`src/rtl/lsu_ctrl.sv`:
```
`default_nettype none
// ============================================================================
// Module      : lsu_ctrl
// Description : Load/store unit controller. Each request is latched, checked
//               for alignment and range, sent to the data RAM, then answered.
// Revision    : 1.0 - initial release
// ============================================================================
module lsu_ctrl (
    input  logic        clk,
    input  logic        rst,
    input  logic        req_valid,
    output logic        req_ready,
    input  logic        req_we,
    input  logic [31:0] req_addr,
    input  logic [31:0] req_wdata,
    input  logic [2:0]  req_size,
    output logic        resp_valid,
    input  logic        resp_ready,
    output logic [31:0] resp_rdata,
    output logic        resp_fault,
    output logic [31:0] ram_addr,
    output logic [31:0] ram_din,
    output logic        ram_we,
    output logic [2:0]  ram_size,
    input  logic [31:0] ram_dout
);

    typedef enum logic [1:0] {
        IDLE   = 2'd0,
        ACCESS = 2'd1,
        RESP   = 2'd2
    } state_t;

    state_t      state_q, state_d;
    logic        we_q, we_d;
    logic [31:0] addr_q, addr_d;
    logic [31:0] wdata_q, wdata_d;
    logic [2:0]  size_q, size_d;
    logic        fault_q, fault_d;
    logic [31:0] rdata_q, rdata_d;
    logic        rfault_q, rfault_d;

    logic        w_misaligned;
    logic        w_out_of_range;
    logic        w_fault;
    logic        w_accept;

    // Word takes priority over half when both size bits are set, as in the RAM.
    always_comb begin
        if (req_size[1]) begin
            w_misaligned = (req_addr[1:0] != 2'b00);
        end else if (req_size[0]) begin
            w_misaligned = req_addr[0];
        end else begin
            w_misaligned = 1'b0;
        end
        w_out_of_range = (req_addr[31:7] != 25'd0);
        w_fault        = w_misaligned | w_out_of_range;
    end

    assign req_ready  = (state_q == IDLE) && !rst;
    assign w_accept   = req_valid && req_ready;

    always_comb begin
        state_d  = state_q;
        we_d     = we_q;
        addr_d   = addr_q;
        wdata_d  = wdata_q;
        size_d   = size_q;
        fault_d  = fault_q;
        rdata_d  = rdata_q;
        rfault_d = rfault_q;

        case (state_q)
            IDLE: begin
                if (w_accept) begin
                    we_d    = req_we;
                    addr_d  = req_addr;
                    wdata_d = req_wdata;
                    size_d  = req_size;
                    fault_d = w_fault;
                    state_d = ACCESS;
                end
            end
            ACCESS: begin
                rdata_d  = (we_q || fault_q) ? 32'd0 : ram_dout;
                rfault_d = fault_q;
                state_d  = RESP;
            end
            RESP: begin
                if (resp_ready) begin
                    state_d = IDLE;
                end
            end
            default: begin
                state_d = IDLE;
            end
        endcase
    end

    always_ff @(posedge clk) begin
        if (rst) begin
            state_q  <= IDLE;
            we_q     <= 1'b0;
            addr_q   <= 32'd0;
            wdata_q  <= 32'd0;
            size_q   <= 3'd0;
            fault_q  <= 1'b0;
            rdata_q  <= 32'd0;
            rfault_q <= 1'b0;
        end else begin
            state_q  <= state_d;
            we_q     <= we_d;
            addr_q   <= addr_d;
            wdata_q  <= wdata_d;
            size_q   <= size_d;
            fault_q  <= fault_d;
            rdata_q  <= rdata_d;
            rfault_q <= rfault_d;
        end
    end

    // The RAM writes on the falling edge, so one ACCESS cycle is one write.
    assign ram_we     = (state_q == ACCESS) && we_q && !fault_q;
    assign ram_addr   = addr_q;
    assign ram_din    = wdata_q;
    assign ram_size   = size_q;
    assign resp_valid = (state_q == RESP);
    assign resp_rdata = rdata_q;
    assign resp_fault = rfault_q;

endmodule
`default_nettype wire

```
`config.mk`:
```
export PLATFORM = sky130hd
export DESIGN_NAME = lsu_ctrl
export DESIGN_NICKNAME = d
export VERILOG_FILES = /design/src/rtl/lsu_ctrl.sv
export SDC_FILE = /design/constraint.sdc
export NUM_CORES = 1
export LEC_CHECK = 0
export ABC_AREA = 1
export BUFFER_PORTS_ARGS = -buffer_cell sky130_fd_sc_hd__clkbuf_2
export CAP_MARGIN = 20
export CORE_MARGIN = 4
export CORE_UTILIZATION = 26
export DETAILED_ROUTE_END_ITERATION = 12
export HOLD_SLACK_MARGIN = 0.15
export SKIP_LAST_GASP = 1
export SYNTH_ARGS = -nofsm -noshare
export SYNTH_HDL_FRONTEND = slang
export SYNTH_SLANG_ARGS = --single-unit
```
`constraint.sdc`:
```
create_clock -name clk -period 1.2 [get_ports clk]
set_input_delay 0.18 -clock clk [delete_from_list [all_inputs] [get_ports clk]]
set_output_delay 0.18 -clock clk [all_outputs]
set_load 0.02 [all_outputs]
```
**After elaboration in Yosys (flattened, before gate mapping)**

Index checks and enable logic that the tools add are counted.

- Logic and storage cells: 31
- Input bits: 104
- Register bits: 104

- Bitwise logic cells: 1
- Equality and inequality tests: 4
- Reduce and logical (&&, ||, !) cells: 12
- Muxes and demuxes: 6

Operator list:

| operator | count |
|---|---|
| $mux 32 | 1 |
| $reduce_bool 25->1 | 1 |
| $pmux 2 s3 | 1 |
| $logic_and 1x1->1 | 4 |
| $mux 2 | 2 |
| $reduce_and 2->1 | 2 |
| $eq 2x1->1 const B | 1 |
| $eq 2x2->1 const B | 1 |
| $logic_not 1->1 | 2 |
| $logic_not 2->1 | 1 |
| $mux 1 | 2 |
| $ne 2x1->1 const B | 1 |
| $ne 2x2->1 const B | 1 |
| $reduce_bool 2->1 | 1 |
| $logic_or 1x1->1 | 1 |
| $or 1x1->1 | 1 |

**Logic depth before layout (Yosys ltp)**

Gate-level depths: netlist of run 1.

- Depth in word-level cells: 5
- Depth in mapped cells: 8

**Worst setup path before layout of run 1**

OpenSTA, ideal clock, no wires.

- Path type: reg2out
- Start point: register state_q[1]
- End point: output port ram_we
- Arrival time: 1.079 ns
- Cell stages (with the launch flop): 7
- Setup slack: -0.059 ns
- Buffers on the path: 1
- Required time: 1.020 ns
- Path through: dfxtp_1 > inv_1 > nand2_2 > inv_1 > buf_2 > nand2_1 > nor2_1

- Cells in the longest elaborated chain, start to end: 3

Ends and longest elaborated chain:

| element | RTL line | source |
|---|---|---|
| from (decl) | 34 | `state_t state_q, state_d;` |
| from (signal assigned) | 112 | `state_q <= state_d;` |
| $eq 2x1->1 | 124 | `assign ram_we = (state_q == ACCESS) && we_q && !fault_q;` |
| $logic_and 1x1->1 (2 in a row) | 124 |  |
| to (decl) | 23 | `output logic ram_we,` |

Every way passes these cells.

**Worst setup path in the final report of run 1**

- Start point: register state_q[1]
- End point: register addr_q[25], in the netlist ram_addr[25]

- Cells in the longest elaborated chain, start to end: 4

Ends and longest elaborated chain:

| element | RTL line | source |
|---|---|---|
| $logic_not 2->1 (*) | 61, 74 |  |
| $logic_and 1x1->1 | 61 | `assign req_ready = (state_q == IDLE) && !rst;` |
| $logic_and 1x1->1 | 62 | `assign w_accept = req_valid && req_ready;` |
| $reduce_and 2->1 (no line) (*) | n/a |  |
| to (signal assigned) | 114 | `addr_q <= addr_d;` |
| to (decl) | 36 | `logic [31:0] addr_q, addr_d;` |

Mark *: on every way between the ends. The rest lies on a longest branch, timed or not.
A chain may end at the register's enable or synchronous reset.

==> results of run 1 <==
[worst min-delay path by stage]
stage | to | slack, ns | cells after the start
floorplan | state_q[1]$_SDFFE_PP0P_ | 0.25 | 1
detailed placement | state_q[1]$_SDFFE_PP0P_ | 0.38 | 2
global placement | state_q[1]$_SDFFE_PP0P_ | 0.38 | 2
CTS | state_q[0]$_SDFFE_PP0P_ | 0.22 | 4
global route | fault_q$_SDFFE_PP0P_ | 0.34 | 7
finish | fault_q$_SDFFE_PP0P_ | 0.29 | 7
[per-layer routing]
| layer | vias to the layer above | share of wire [%] | track usage (%) |
|---|---|---|---|
| met1 | 1981 | 43 | 18.2 |
| li1 | 2238 | - | - |
| met5 | - | 0 | 0 |
| met2 | 158 | 49 | 26.8 |
| met4 | 0 | 2.2 | 6.67 |
| met3 | 25 | 6.2 | 4.69 |
[synth_stat cells]
master                     count  area [um2]
sky130_fd_sc_hd__nor2_2       10        62.6
sky130_fd_sc_hd__a21oi_1      34         170
sky130_fd_sc_hd__buf_2        15        75.1
sky130_fd_sc_hd__buf_6         3        33.8
sky130_fd_sc_hd__nand2_2       1        6.26
sky130_fd_sc_hd__nand3_1       1        5.00
sky130_fd_sc_hd__clkbuf_1     16        60.1
sky130_fd_sc_hd__inv_2         2        7.51
sky130_fd_sc_hd__inv_1         7        26.3
sky130_fd_sc_hd__o21ai_1       1        5.00
sky130_fd_sc_hd__o21ai_0     100         500
sky130_fd_sc_hd__dfxtp_1     104        2080
sky130_fd_sc_hd__nor2_1      180         676
sky130_fd_sc_hd__o21a_1        1        7.51
sky130_fd_sc_hd__nor2_4        1        11.3
sky130_fd_sc_hd__nand2_1      14        52.6
[power by group through the flow]
stage	Sequential [mW]	Clock, mW	Combinational, mW
6_report	3.86	3.37	1.98
3_5_place_dp	3.91	0	1.46
4_1_cts	3.84	3.46	1.76
5_1_grt	3.88	3.59	2.15
2_1_floorplan	4.20	0	0.486
3_3_place_gp	3.91	0	1.46
[metrics by stage]
| stage | hold slack (ns) | setup TNS [ns] |
|---|---|---|
| after floorplan | 0.249 | 0 |
| after global placement | 0.379 | 0 |
| after detailed placement | 0.377 | -0.0637 |
| after CTS | 0.221 | -9.04 |
| after global routing | 0.343 | -21.14 |
| final | 0.287 | -13.61 |
[repair_timing]
action | CTS | global route
gates resized for setup | 16 | 70
hold endpoints to repair | 101 | 0
pin swaps | 5 | 34
endpoints found under the setup margin | 59 | 104
hold buffers | 102 | 0
gates cloned | 0 | 10
buffers inserted | 5 | 1
[logic make-up after synthesis]
family | count (synthesis) | share of synthesized area (%)
AO/OA/AOI/OAI | 136 | 18.1
flip-flops | 104 | 55.1
AND/OR/NAND/NOR | 207 | 21.5
buffers and inverters | 43 | 5.36
[flip-flops by register name (all words and copies together), names as in the netlist]
name,count
ram_addr,32
we_q,1
ram_size,3
fault_q,1
resp_rdata,32
resp_fault,1
state_q,2
ram_din,32
[worst reg2reg max path, cell delays in order, from the launching register on]
cell,delay (ns)
sky130_fd_sc_hd__dfxtp_2,0.33
sky130_fd_sc_hd__nor2_2,0.12
sky130_fd_sc_hd__nand2_2,0.07
sky130_fd_sc_hd__buf_6,0.12
sky130_fd_sc_hd__nor2_4,0.12
sky130_fd_sc_hd__buf_12,0.14
sky130_fd_sc_hd__clkbuf_16,0.16
sky130_fd_sc_hd__clkbuf_16,0.15
sky130_fd_sc_hd__o21ai_2,0.05
sky130_fd_sc_hd__nor2_1,0.14
[area by class of cell]
class                      instances  area (um2)  area share [%]
multi-input combinational        343        1630            23.2
antenna                            1        2.50          0.0357
clock inverter                     3        90.1            1.29
timing repair buffer             345        2690            38.4
inverter                           9        36.3           0.518
sequential                       104        2080            29.8
clock buffer                      12         246            3.52
tap                              180         225            3.22
==> tab_implementation.tex, run 1 <==
\begin{tabular}{lr}
\hline
Metric & Value \\
\hline
\multicolumn{2}{l}{\textbf{Final layout}} \\
\quad Most frequent cells in the layout & 203 x sky130\_fd\_sc\_hd\_\_clkbuf\_2, 167 x sky130\_fd\_sc\_hd\_\_nor2\_1, 102 x sky130\_fd\_sc\_hd\_\_dfxtp\_1, 102 x sky130\_fd\_sc\_hd\_\_dlygate4sd3\_1, 76 x sky130\_fd\_sc\_hd\_\_o21ai\_0 \\
\quad Number of standard cells in the layout, taps in and fillers out & 997 \\
\quad Total of fill cells in the finished design & 1296 \\
\quad Fraction of final layout cells with drive strength greater than 1 & between 30\% and 40\% \\
\quad Signed area change from the synthesized netlist to the final layout & 85.2\% \\
\quad Post-route cell area & 7000 um2 \\
\quad \# nets final & 916 \\
\quad Most common cell after layout, fill and taps aside & sky130\_fd\_sc\_hd\_\_clkbuf\_2 \\
\quad Layout Utilization & between 40\% and 50\% \\
\multicolumn{2}{l}{\textbf{Floorplan}} \\
\quad Count of boundary I/O pins & 207 \\
\quad Placeable core region & 14000 um2 \\
\quad Placement Rows & 43 \\
\quad Area enclosed by the die boundary & $\sim$17000 um2 \\
\quad Width of the die & 129 um \\
\quad Initial core utilization & a little over a quarter \\
\quad Die boundary height & 129 um \\
\multicolumn{2}{l}{\textbf{Clock network}} \\
\quad Worst-path clk slew & around 0.07 ns \\
\quad Bufs on Longest Clock Path & 2 \\
\quad Clk Tree Root Cell & sky130\_fd\_sc\_hd\_\_clkbuf\_16 \\
\quad Number of H-tree branching levels & 3 \\
\quad TritonCTS Sinks & $\sim$100 \\
\quad Clock Latency Late Sink & 0.35 ns \\
\quad CTS tree & built \\
\quad Number of buffers created by CTS & 9 \\
\multicolumn{2}{l}{\textbf{Timing}} \\
\quad Final clock skew & 0.00566 ns \\
\quad Final-report setup violation count & 72 \\
\quad Max Transition Viols Final & 0 \\
\quad Crit path setup slack, layout & -0.262 ns \\
\quad Setup repair after global routing missed its margin & yes \\
\quad Count of final hold-check violations & 0 \\
\quad Final clock period utilization by the worst path & 122\% \\
\quad Relative max-transition margin & a little under three quarters \\
\quad Worst Tran Pin Value & 0.421 ns \\
\quad Maximum clock rate & 684 MHz \\
\quad Clock period minus final worst setup slack & 1.46 ns \\
\multicolumn{2}{l}{\textbf{Global routing}} \\
\quad Overall Global Routing Usage & around 16\% \\
\quad Total global routing overflow & 0 \\
\quad Pin count of the biggest net entering global routing & 103 \\
\quad Number of global-route vias before repair & 4358 \\
\quad Number of antenna violations at the first check in global routing & 0 \\
\quad Wire length of the first global-routing pass & between 20000 and 25000 um \\
\multicolumn{2}{l}{\textbf{Drt}} \\
\quad Detailed-route via count & 4402 \\
\quad DR WL/cell & 14.5 um \\
\quad Total wire length after detailed routing & 14400 um \\
\quad Vias per cell & 4.42 \\
\quad Count of nets left with antenna violations after detail routing & 0 \\
\quad First-pass DRT Iterations & 4 \\
\quad Post-route DRC violation count & 0 \\
\quad DRC marker count from the first detailed-route iteration & approximately 170 \\
\multicolumn{2}{l}{\textbf{Critical path}} \\
\quad Family of cells with the greatest summed delay on the critical path & buffers and inverters \\
\quad Category of the worst setup path capture point & register \\
\quad Setup crit start kind & register \\
\quad Path length in cells of the critical path & 9 \\
\quad Worst Reg-to-Reg Cells & 9 \\
\quad Required time of the critical path & 1.48 ns \\
\quad Sum of buffers and inverters on the critical path & 4 \\
\quad Worst path arrival time & 1.74 ns \\
\quad CP max FO & 6 \\
\quad Worst setup startpoint & state\_q[1]\$\_SDFFE\_PP0P\_ \\
\quad Master of the slowest instance on the critical path & sky130\_fd\_sc\_hd\_\_dfxtp\_2 \\
\quad Most frequent cell on the critical path & sky130\_fd\_sc\_hd\_\_clkbuf\_16 \\
\quad Reg-to-reg setup timing slack & -0.26 ns \\
\quad Worst flop-to-flop path startpoint & state\_q[1]\$\_SDFFE\_PP0P\_ \\
\quad Slowest Stage Delay on Critical Path & 0.33 ns \\
\quad Ordered list of cells on the worst path & nor2\_2 -> nand2\_2 -> buf\_6 -> nor2\_4 -> buf\_12 -> clkbuf\_16 -> clkbuf\_16 -> o21ai\_2 -> nor2\_1 \\
\quad Worst reg2reg path endpoint & ram\_addr[25]\$\_SDFFE\_PP0P\_ \\
\quad Worst setup path end & ram\_addr[25]\$\_SDFFE\_PP0P\_ \\
\quad Class of the most critical setup path & register to register \\
\multicolumn{2}{l}{\textbf{Yosys}} \\
\quad Cells after Synth & 490 \\
\quad Sequential area share after synthesis & 55.1\% \\
\quad Syn Area/Cell & 7.72 um2 \\
\quad Post-synthesis instance area & 3780 um2 \\
\quad \#FFs+latches synth & 104 \\
\quad Yosys warning total & 0 \\
\quad Total nets after synthesis & 594 \\
\quad Number of different library cells in the post-synthesis netlist & 16 \\
\multicolumn{2}{l}{\textbf{Pwr}} \\
\quad Max rail drop VDD & 0.000901 V \\
\quad Sequential share of power & 41.9\% \\
\quad PwrDens & 1310 nW/um2 \\
\quad Total power & a little over 9 mW \\
\quad Cell-internal power & 6.72 mW \\
\quad Leakage & roughly 3.3 nW \\
\quad Sw power & approximately 2.5 mW \\
\quad Fraction of power consumed by the clock network & 36.6\% \\
\quad Net switching fraction of the power & 26.9\% \\
\quad Combinational cell fraction of total power & around 22\% \\
\multicolumn{2}{l}{\textbf{Flow run}} \\
\quad Max Cap Violations & 0 \\
\multicolumn{2}{l}{\textbf{Status}} \\
\quad Violated checks & setup timing \\
\quad Status & complete, but fails checks \\
\multicolumn{2}{l}{\textbf{Placed design}} \\
\quad Number of buffer cells added on primary ports & 206 \\
\quad Worst Setup Slack post-DPL & -0.0125 ns \\
\quad Routability-driven placement congestion ratio & roughly 0.75 \\
\quad Number of instances in the placed design & $\sim$860 \\
\quad Detailed placer's ending HPWL & 8220 um \\
\quad Post-place instance area & 5160 um2 \\
\multicolumn{2}{l}{\textbf{Min path}} \\
\quad Startpoint of the most critical hold path & req\_addr[24] \\
\quad Type of the worst min-delay path & primary input to register \\
\hline
\end{tabular}
Note: power is estimated with default switching activity, not from simulation.
==> run 2: changes to the inputs <==
--- a/config.mk
+++ b/config.mk
@@ -5,7 +5,6 @@
 export SDC_FILE = /design/constraint.sdc
 export NUM_CORES = 1
 export LEC_CHECK = 0
-export ABC_AREA = 1
 export BUFFER_PORTS_ARGS = -buffer_cell sky130_fd_sc_hd__clkbuf_2
 export CAP_MARGIN = 20
 export CORE_MARGIN = 4
==> run 2 against run 1 <==
Against the previous run:
- the run still ends with setup timing left
- cell area shrank 5.7%
- sequential share of layout area up 1.8 points
- sequential power down 4%
- worst hold slack got worse by 0.094 ns
- setup slack got worse by 0.057 ns
- routed wire length down 1.3%
- critical endpoint is now ram_din[13]$_SDFFE_PP0P_
- largest power group unchanged
==> tab_implementation.tex, run 2 <==
\begin{tabular}{lr}
\hline
Metric & Value \\
\hline
\multicolumn{2}{l}{\textbf{Status}} \\
\quad Status & complete, but fails checks \\
\quad Violated checks & setup timing \\
\multicolumn{2}{l}{\textbf{Drt}} \\
\quad Vias per cell & 4.60 \\
\quad DR WL/cell & 15.5 um \\
\quad DRC marker count from the first detailed-route iteration & 140 \\
\quad Total wire length after detailed routing & 14200 um \\
\quad Post-route DRC violation count & 0 \\
\quad Count of nets left with antenna violations after detail routing & 0 \\
\quad Detailed-route via count & 4235 \\
\quad First-pass DRT Iterations & 4 \\
\multicolumn{2}{l}{\textbf{Yosys}} \\
\quad Post-synth EDFFs & 0 \\
\quad Number of different library cells in the post-synthesis netlist & 24 \\
\quad \#FFs+latches synth & 104 \\
\quad Library cell occupying the most area in the post-synthesis netlist & sky130\_fd\_sc\_hd\_\_dfxtp\_1 \\
\quad Total nets after synthesis & 534 \\
\quad Yosys warning total & 0 \\
\quad Post-synthesis instance area & 3600 um2 \\
\quad Synth async-reset ratio & 0\% \\
\quad Cells after Synth & 430 \\
\quad Post-synth top flop & sky130\_fd\_sc\_hd\_\_dfxtp\_1 \\
\quad Sequential area share after synthesis & 57.8\% \\
\quad Top post-synthesis cells by count & 136 x sky130\_fd\_sc\_hd\_\_nand2\_1, 104 x sky130\_fd\_sc\_hd\_\_dfxtp\_1, 68 x sky130\_fd\_sc\_hd\_\_a21oi\_1 \\
\quad Fraction of synthesized cell area taken by the top area cell type & 57.8\% \\
\quad Synth top area cells & sky130\_fd\_sc\_hd\_\_dfxtp\_1 58\%, sky130\_fd\_sc\_hd\_\_nand2\_1 14\%, sky130\_fd\_sc\_hd\_\_a21oi\_1 9.4\% \\
\quad Syn Area/Cell & 8.38 um2 \\
\quad Count leader, synth & sky130\_fd\_sc\_hd\_\_nand2\_1 \\
\multicolumn{2}{l}{\textbf{Min path}} \\
\quad Startpoint of the most critical hold path & req\_addr[9] \\
\quad Type of the worst min-delay path & primary input to register \\
\multicolumn{2}{l}{\textbf{Final layout}} \\
\quad Signed area change from the synthesized netlist to the final layout & 83.2\% \\
\quad Total of fill cells in the finished design & 1206 \\
\quad Most frequent cells in the layout & 202 x sky130\_fd\_sc\_hd\_\_clkbuf\_2, 135 x sky130\_fd\_sc\_hd\_\_nand2\_1, 102 x sky130\_fd\_sc\_hd\_\_dfxtp\_1 \\
\quad Layout Utilization & around 49\% \\
\quad \# diodes & 0 \\
\quad \# nets final & around 840 \\
\quad Fraction of final layout cells with drive strength greater than 1 & 40.6\% \\
\quad Most common cell after layout, fill and taps aside & sky130\_fd\_sc\_hd\_\_clkbuf\_2 \\
\multicolumn{2}{l}{\textbf{Clock network}} \\
\quad Number of buffers created by CTS & 9 \\
\quad CTS tree & built \\
\quad Clock Latency Late Sink & 0.34 ns \\
\quad Number of H-tree branching levels & 3 \\
\quad Worst-path clk slew & roughly 0.070 ns \\
\quad Clk Tree Root Cell & sky130\_fd\_sc\_hd\_\_clkbuf\_16 \\
\quad TritonCTS Sinks & 104 \\
\quad Bufs on Longest Clock Path & 2 \\
\multicolumn{2}{l}{\textbf{Critical path}} \\
\quad Worst setup startpoint & state\_q[1]\$\_SDFFE\_PP0P\_ \\
\quad Worst path arrival time & 1.78 ns \\
\quad Category of the worst setup path capture point & register \\
\quad Setup crit start kind & register \\
\quad Required time of the critical path & 1.46 ns \\
\quad CP max FO & 18 \\
\quad Worst flop-to-flop path startpoint & state\_q[1]\$\_SDFFE\_PP0P\_ \\
\quad Class of the most critical setup path & register to register \\
\multicolumn{2}{l}{\textbf{Timing}} \\
\quad Final clock period utilization by the worst path & 127\% \\
\quad Maximum clock rate & 658 MHz \\
\quad Count of final hold-check violations & 0 \\
\quad Final clock skew & 0.0133 ns \\
\quad Worst Tran Pin Value & 0.813 ns \\
\quad Clock period minus final worst setup slack & 1.52 ns \\
\quad Final-report setup violation count & 105 \\
\quad Setup repair after global routing missed its margin & yes \\
\quad Relative max-transition margin & 45.8\% \\
\quad Crit path setup slack, layout & -0.319 ns \\
\quad Max Transition Viols Final & 0 \\
\multicolumn{2}{l}{\textbf{Pwr}} \\
\quad Leakage & 2.90 nW \\
\quad Fraction of power consumed by the clock network & 33.4\% \\
\quad Cell-internal power & 5.75 mW \\
\quad Net switching fraction of the power & 27.1\% \\
\quad Sequential share of power & 47.0\% \\
\quad Max rail drop VDD & $\sim$0.00062 V \\
\quad PwrDens & 1200 nW/um2 \\
\quad Combinational cell fraction of total power & 19.6\% \\
\quad Total power & 7.89 mW \\
\quad Sw power & 2.14 mW \\
\multicolumn{2}{l}{\textbf{Global routing}} \\
\quad Number of global-route vias before repair & 4249 \\
\quad Number of antenna violations at the first check in global routing & 0 \\
\quad Total global routing overflow & 0 \\
\quad Pin count of the biggest net entering global routing & 105 \\
\quad Wire length of the first global-routing pass & approximately 21000 um \\
\quad Overall Global Routing Usage & 16.0\% \\
\multicolumn{2}{l}{\textbf{Floorplan}} \\
\quad Initial core utilization & around 27\% \\
\quad Width of the die & 126 um \\
\quad Die boundary height & around 130 um \\
\quad Area enclosed by the die boundary & 15800 um2 \\
\quad Placeable core region & 13400 um2 \\
\quad Placement Rows & 42 \\
\quad Count of boundary I/O pins & 207 \\
\multicolumn{2}{l}{\textbf{Placed design}} \\
\quad Number of buffer cells added on primary ports & 206 \\
\quad Detailed placer's ending HPWL & about 7900 um \\
\quad Routability-driven placement congestion ratio & about 0.84 \\
\multicolumn{2}{l}{\textbf{Flow run}} \\
\quad Max Cap Violations & 0 \\
\hline
\end{tabular}
-- run 2: changes by cell type after synthesis, sizes merged, moves of 2 or more --
cell	previous run	this run
a21oi	34	69
a22oi	0	32
buf	18	11
clkbuf	16	23
inv	9	1
nand2	15	136
nand2b	0	2
nand4	0	2
nor2	191	33
nor3	0	2
nor4	0	5
o21ai	101	2
-- run 2: power by group through the flow --
| stage | logic, mW | registers (mW) | clock network (mW) |
|---|---|---|---|
| 4_1_cts | 1.40 | 3.70 | 2.73 |
| 3_3_place_gp | 1.06 | 3.77 | 0 |
| 5_1_grt | 1.66 | 3.73 | 2.84 |
| 6_report | 1.54 | 3.71 | 2.64 |
| 2_1_floorplan | 0.394 | 3.95 | 0 |
| 3_5_place_dp | 1.08 | 3.78 | 0 |
-- run 2: path summary, 6_finish.rpt --
kind                                                  end  slack, ns  cells past startpoint
worst max-delay path             ram_din[13]$_SDFFE_PP0P_      -0.32                      5
worst min-delay path             ram_addr[9]$_SDFFE_PP0P_       0.19                      4
worst max register to register   ram_din[13]$_SDFFE_PP0P_      -0.32                      5
worst min register to register  ram_addr[14]$_SDFFE_PP0P_       0.45                      2
-- run 2: layout make-up --
type | count | area (um2) | share of cell area (%)
Clock buffer | 11 | 233 | 3.52
Sequential cell | 104 | 2080 | 31.6
Timing Repair Buffer | 333 | 2450 | 37.0
Inverter | 2 | 20.0 | 0.303
Clock inverter | 4 | 22.5 | 0.341
Multi-Input combinational cell | 290 | 1580 | 23.9
Tap cell | 176 | 220 | 3.34
-- run 2: cell families (layout without fill, tap and decap cells) --
kind of cell / count (synthesis) / after routing / synth area share (%)
flops: 104 / 104 / 57.8
compound gates: 105 / 105 / 17.1
simple gates: 184 / 184 / 20.3
buf+inv: 36 / 350 / 4.55
mux: 1 / 1 / 0.278
-- run 2: per-stage QoR --
| stage | instance area [um2] | setup WS (ns) | std cells | setup TNS (ns) | hold WS (ns) |
|---|---|---|---|---|---|
| after floorplan | 3650 | -0.271 | 430 | -15.65 | 0.316 |
| after global placement | 4970 | -0.512 | 802 | -37.65 | 0.405 |
| after detailed placement | 4970 | -0.533 | 802 | -40.55 | 0.412 |
| after CTS | 6300 | -0.349 | 912 | -26.25 | 0.174 |
| after global routing | 6600 | -0.353 | 920 | -29.47 | 0.203 |
| final | 6600 | -0.319 | 920 | -23.01 | 0.193 |
-- run 2: what timing repair did --
action	in CTS	in global routing
pin swaps	4	5
cloned	3	5
setup buffers	2	7
hold buffers	90	0
hold endpoints to repair	90	0
resized for setup	20	44
endpoints found under the setup margin	105	107
-- run 2: layer usage --
layer  GRT usage (%)  wire length, um  vias up
li1                -                -     2047
met1            18.4             5670     1963
met2            28.0             7170      197
met3            4.28             1050       28
met4            6.88              345        0
met5               0                0        -
-- run 2: worst max-delay path: stages, from the launching register on --
cell	delay [ns]
sky130_fd_sc_hd__dfxtp_2	0.33
sky130_fd_sc_hd__or4b_4	0.60
sky130_fd_sc_hd__clkinv_8	0.11
sky130_fd_sc_hd__buf_16	0.15
sky130_fd_sc_hd__nand2_1	0.09
sky130_fd_sc_hd__a21oi_2	0.14
==> run 3: changes to the inputs <==
--- a/config.mk
+++ b/config.mk
@@ -11,7 +11,9 @@
 export CORE_UTILIZATION = 26
 export DETAILED_ROUTE_END_ITERATION = 12
 export HOLD_SLACK_MARGIN = 0.15
+export PLACE_DENSITY_LB_ADDON = 0.25
 export SKIP_LAST_GASP = 1
+export SLEW_MARGIN = 25
 export SYNTH_ARGS = -nofsm -noshare
 export SYNTH_HDL_FRONTEND = slang
 export SYNTH_SLANG_ARGS = --single-unit
==> run 3 against run 2 <==
Against the previous run:
- cell area up 1.1%
- register-to-register slack better by 0.04 ns
- setup slack better by 0.040 ns
- highest routed layer unchanged
- critical path depth down 2
- total power up 1.5%
- clock power up 4%
- worst hold slack better by 0.012 ns
- largest power group unchanged
- sequential share of layout area down 0.34 points
- the run still ends with setup timing left
- utilization up 0.54 points
==> tab_implementation.tex, run 3 (synthesis gave the netlist of run 2 again) <==
\begin{tabular}{lr}
\hline
Metric & Value \\
\hline
\multicolumn{2}{l}{\textbf{Status}} \\
\quad Status & complete, but fails checks \\
\quad Violated checks & setup timing \\
\multicolumn{2}{l}{\textbf{Critical path}} \\
\quad Slowest Stage Delay on Critical Path & 0.58 ns \\
\quad Setup crit start kind & register \\
\quad Worst flop-to-flop path startpoint & state\_q[0]\$\_SDFFE\_PP0P\_ \\
\quad Worst Reg-to-Reg Cells & 3 \\
\quad Master of the slowest instance on the critical path & sky130\_fd\_sc\_hd\_\_or4b\_4 \\
\quad Category of the worst setup path capture point & register \\
\quad Worst reg2reg path endpoint & fault\_q\$\_SDFFE\_PP0P\_ \\
\quad Ordered list of cells on the worst path & or4b\_4 -> buf\_12 -> o31a\_1 \\
\quad Class of the most critical setup path & register to register \\
\quad CP max FO & 41 \\
\quad Worst path arrival time & 1.71 ns \\
\quad Required time of the critical path & 1.43 ns \\
\quad Reg-to-reg setup timing slack & -0.28 ns \\
\multicolumn{2}{l}{\textbf{Final layout}} \\
\quad Most frequent cells in the layout & 202 x sky130\_fd\_sc\_hd\_\_clkbuf\_2, 135 x sky130\_fd\_sc\_hd\_\_nand2\_1, 102 x sky130\_fd\_sc\_hd\_\_dfxtp\_1 \\
\quad Fraction of final layout cells with drive strength greater than 1 & between 30\% and 40\% \\
\quad Signed area change from the synthesized netlist to the final layout & 85.2\% \\
\quad Most common cell after layout, fill and taps aside & sky130\_fd\_sc\_hd\_\_clkbuf\_2 \\
\quad \# nets final & roughly 850 \\
\quad \# diodes & 0 \\
\quad Layout Utilization & 49.8\% \\
\multicolumn{2}{l}{\textbf{Drt}} \\
\quad DRC marker count from the first detailed-route iteration & 151 \\
\quad DR WL/cell & 14.9 um \\
\quad Detailed-route via count & just over 4000 \\
\quad First-pass DRT Iterations & 4 \\
\quad Vias per cell & 4.49 \\
\quad Total wire length after detailed routing & about 14000 um \\
\quad Count of nets left with antenna violations after detail routing & 0 \\
\quad Post-route DRC violation count & 0 \\
\multicolumn{2}{l}{\textbf{Clock network}} \\
\quad Worst-path clk slew & 0.07 ns \\
\quad TritonCTS Sinks & 104 \\
\quad Number of buffers created by CTS & 9 \\
\quad Number of H-tree branching levels & 3 \\
\quad CTS tree & built \\
\quad Clk Tree Root Cell & sky130\_fd\_sc\_hd\_\_clkbuf\_16 \\
\quad Clock Latency Late Sink & 0.34 ns \\
\quad Bufs on Longest Clock Path & 2 \\
\multicolumn{2}{l}{\textbf{Timing}} \\
\quad Final clock period utilization by the worst path & 123\% \\
\quad Count of final hold-check violations & 0 \\
\quad Relative max-transition margin & between 40 and 50\% \\
\quad Crit path setup slack, layout & -0.279 ns \\
\quad Clock period minus final worst setup slack & 1.48 ns \\
\quad Final-report setup violation count & 106 \\
\quad Maximum clock rate & 676 MHz \\
\quad Worst Tran Pin Value & 0.810 ns \\
\quad Tightest hold margin & 0.205 ns \\
\quad Max Transition Viols Final & 0 \\
\quad Setup repair after global routing missed its margin & yes \\
\quad Final clock skew & 0.00955 ns \\
\quad Setup total negative slack & -19.55 ns \\
\multicolumn{2}{l}{\textbf{Floorplan}} \\
\quad Width of the die & 126 um \\
\quad Area enclosed by the die boundary & 15800 um2 \\
\quad Initial core utilization & 26.9\% \\
\quad Die boundary height & 126 um \\
\quad Placeable core region & 13400 um2 \\
\quad Placement Rows & 42 \\
\quad Count of boundary I/O pins & 207 \\
\multicolumn{2}{l}{\textbf{Global routing}} \\
\quad Overall Global Routing Usage & between 10\% and 20\% \\
\quad Wire length of the first global-routing pass & about 22000 um \\
\quad Pin count of the biggest net entering global routing & 105 \\
\quad Number of antenna violations at the first check in global routing & 0 \\
\quad Total global routing overflow & 0 \\
\quad Number of global-route vias before repair & 4404 \\
\multicolumn{2}{l}{\textbf{Pwr}} \\
\quad Total power & 8.01 mW \\
\quad Leakage & a little under 3 nW \\
\quad Max rail drop VDD & 0.000821 V \\
\quad PwrDens & 1200 nW/um2 \\
\multicolumn{2}{l}{\textbf{Placed design}} \\
\quad Detailed placer's ending HPWL & 8290 um \\
\quad Worst Setup Slack post-DPL & -0.504 ns \\
\quad Number of buffer cells added on primary ports & between 200 and 250 \\
\quad Routability-driven placement congestion ratio & 0.804 \\
\multicolumn{2}{l}{\textbf{Min path}} \\
\quad Type of the worst min-delay path & primary input to register \\
\quad Hold path depth & 4 \\
\quad Hold worst-path end & ram\_addr[21]\$\_SDFFE\_PP0P\_ \\
\quad Startpoint of the most critical hold path & req\_addr[21] \\
\multicolumn{2}{l}{\textbf{Flow run}} \\
\quad Max Cap Violations & 0 \\
\hline
\end{tabular}
-- run 3: metrics by stage --
stage               cells  cell area (um2)
finish                922             6680
global placement      794             4940
detailed placement    794             4940
global route          922             6680
floorplan             430             3650
CTS                   920             6630
-- run 3: critical path, delay by kind of cell, from the launching register on --
kind	cells	cell delay [ns]
buf+inv	1	0.20
simple gates	1	0.58
flops	1	0.32
compound gates	1	0.25
-- run 3: report_power, final --
| group | switching, mW | internal (mW) | total [mW] |
|---|---|---|---|
| Clock | 1.29 | 1.46 | 2.75 |
| Combinational | 0.778 | 0.769 | 1.55 |
| Sequential | 0.0970 | 3.61 | 3.71 |
-- run 3: worst max path at each step --
stage	startpoint	end	slack [ns]	depth (start not counted)
after floorplan	rst	ram_addr[0]$_SDFFE_PP0P_	-0.27	8
after global placement	rst	ram_addr[2]$_SDFFE_PP0P_	-0.50	5
after detailed placement	rst	ram_addr[2]$_SDFFE_PP0P_	-0.50	5
after CTS	state_q[0]$_SDFFE_PP0P_	ram_din[29]$_SDFFE_PP0P_	-0.27	5
after global routing	state_q[0]$_SDFFE_PP0P_	fault_q$_SDFFE_PP0P_	-0.33	4
final	state_q[0]$_SDFFE_PP0P_	fault_q$_SDFFE_PP0P_	-0.28	3
-- run 3: timing repair --
action,in CTS,in global routing
hold endpoints to repair,99,0
setup buffers,7,1
hold buffers,99,0
endpoints found under the setup margin,106,106
cloned,5,4
pin swaps,3,2
gates resized for setup,51,10
-- run 3: final cells by class --
type | instances | area, um2
clock buffer | 11 | 243
fill | 1227 | 6730
sequential | 104 | 2080
timing repair buffer | 335 | 2510
multi-input combinational | 290 | 1560
inverter | 2 | 20.0
tap | 176 | 220
clock inverter | 4 | 31.3
-- run 3: per-layer routing --
metal  GRT usage [%]  vias up  routed length (um)
met4            6.18        0                 255
met2            29.5      165                6810
met5               0        -                   0
li1                -     2059                   -
met3            5.76       17                1060
met1            19.3     1898                5620
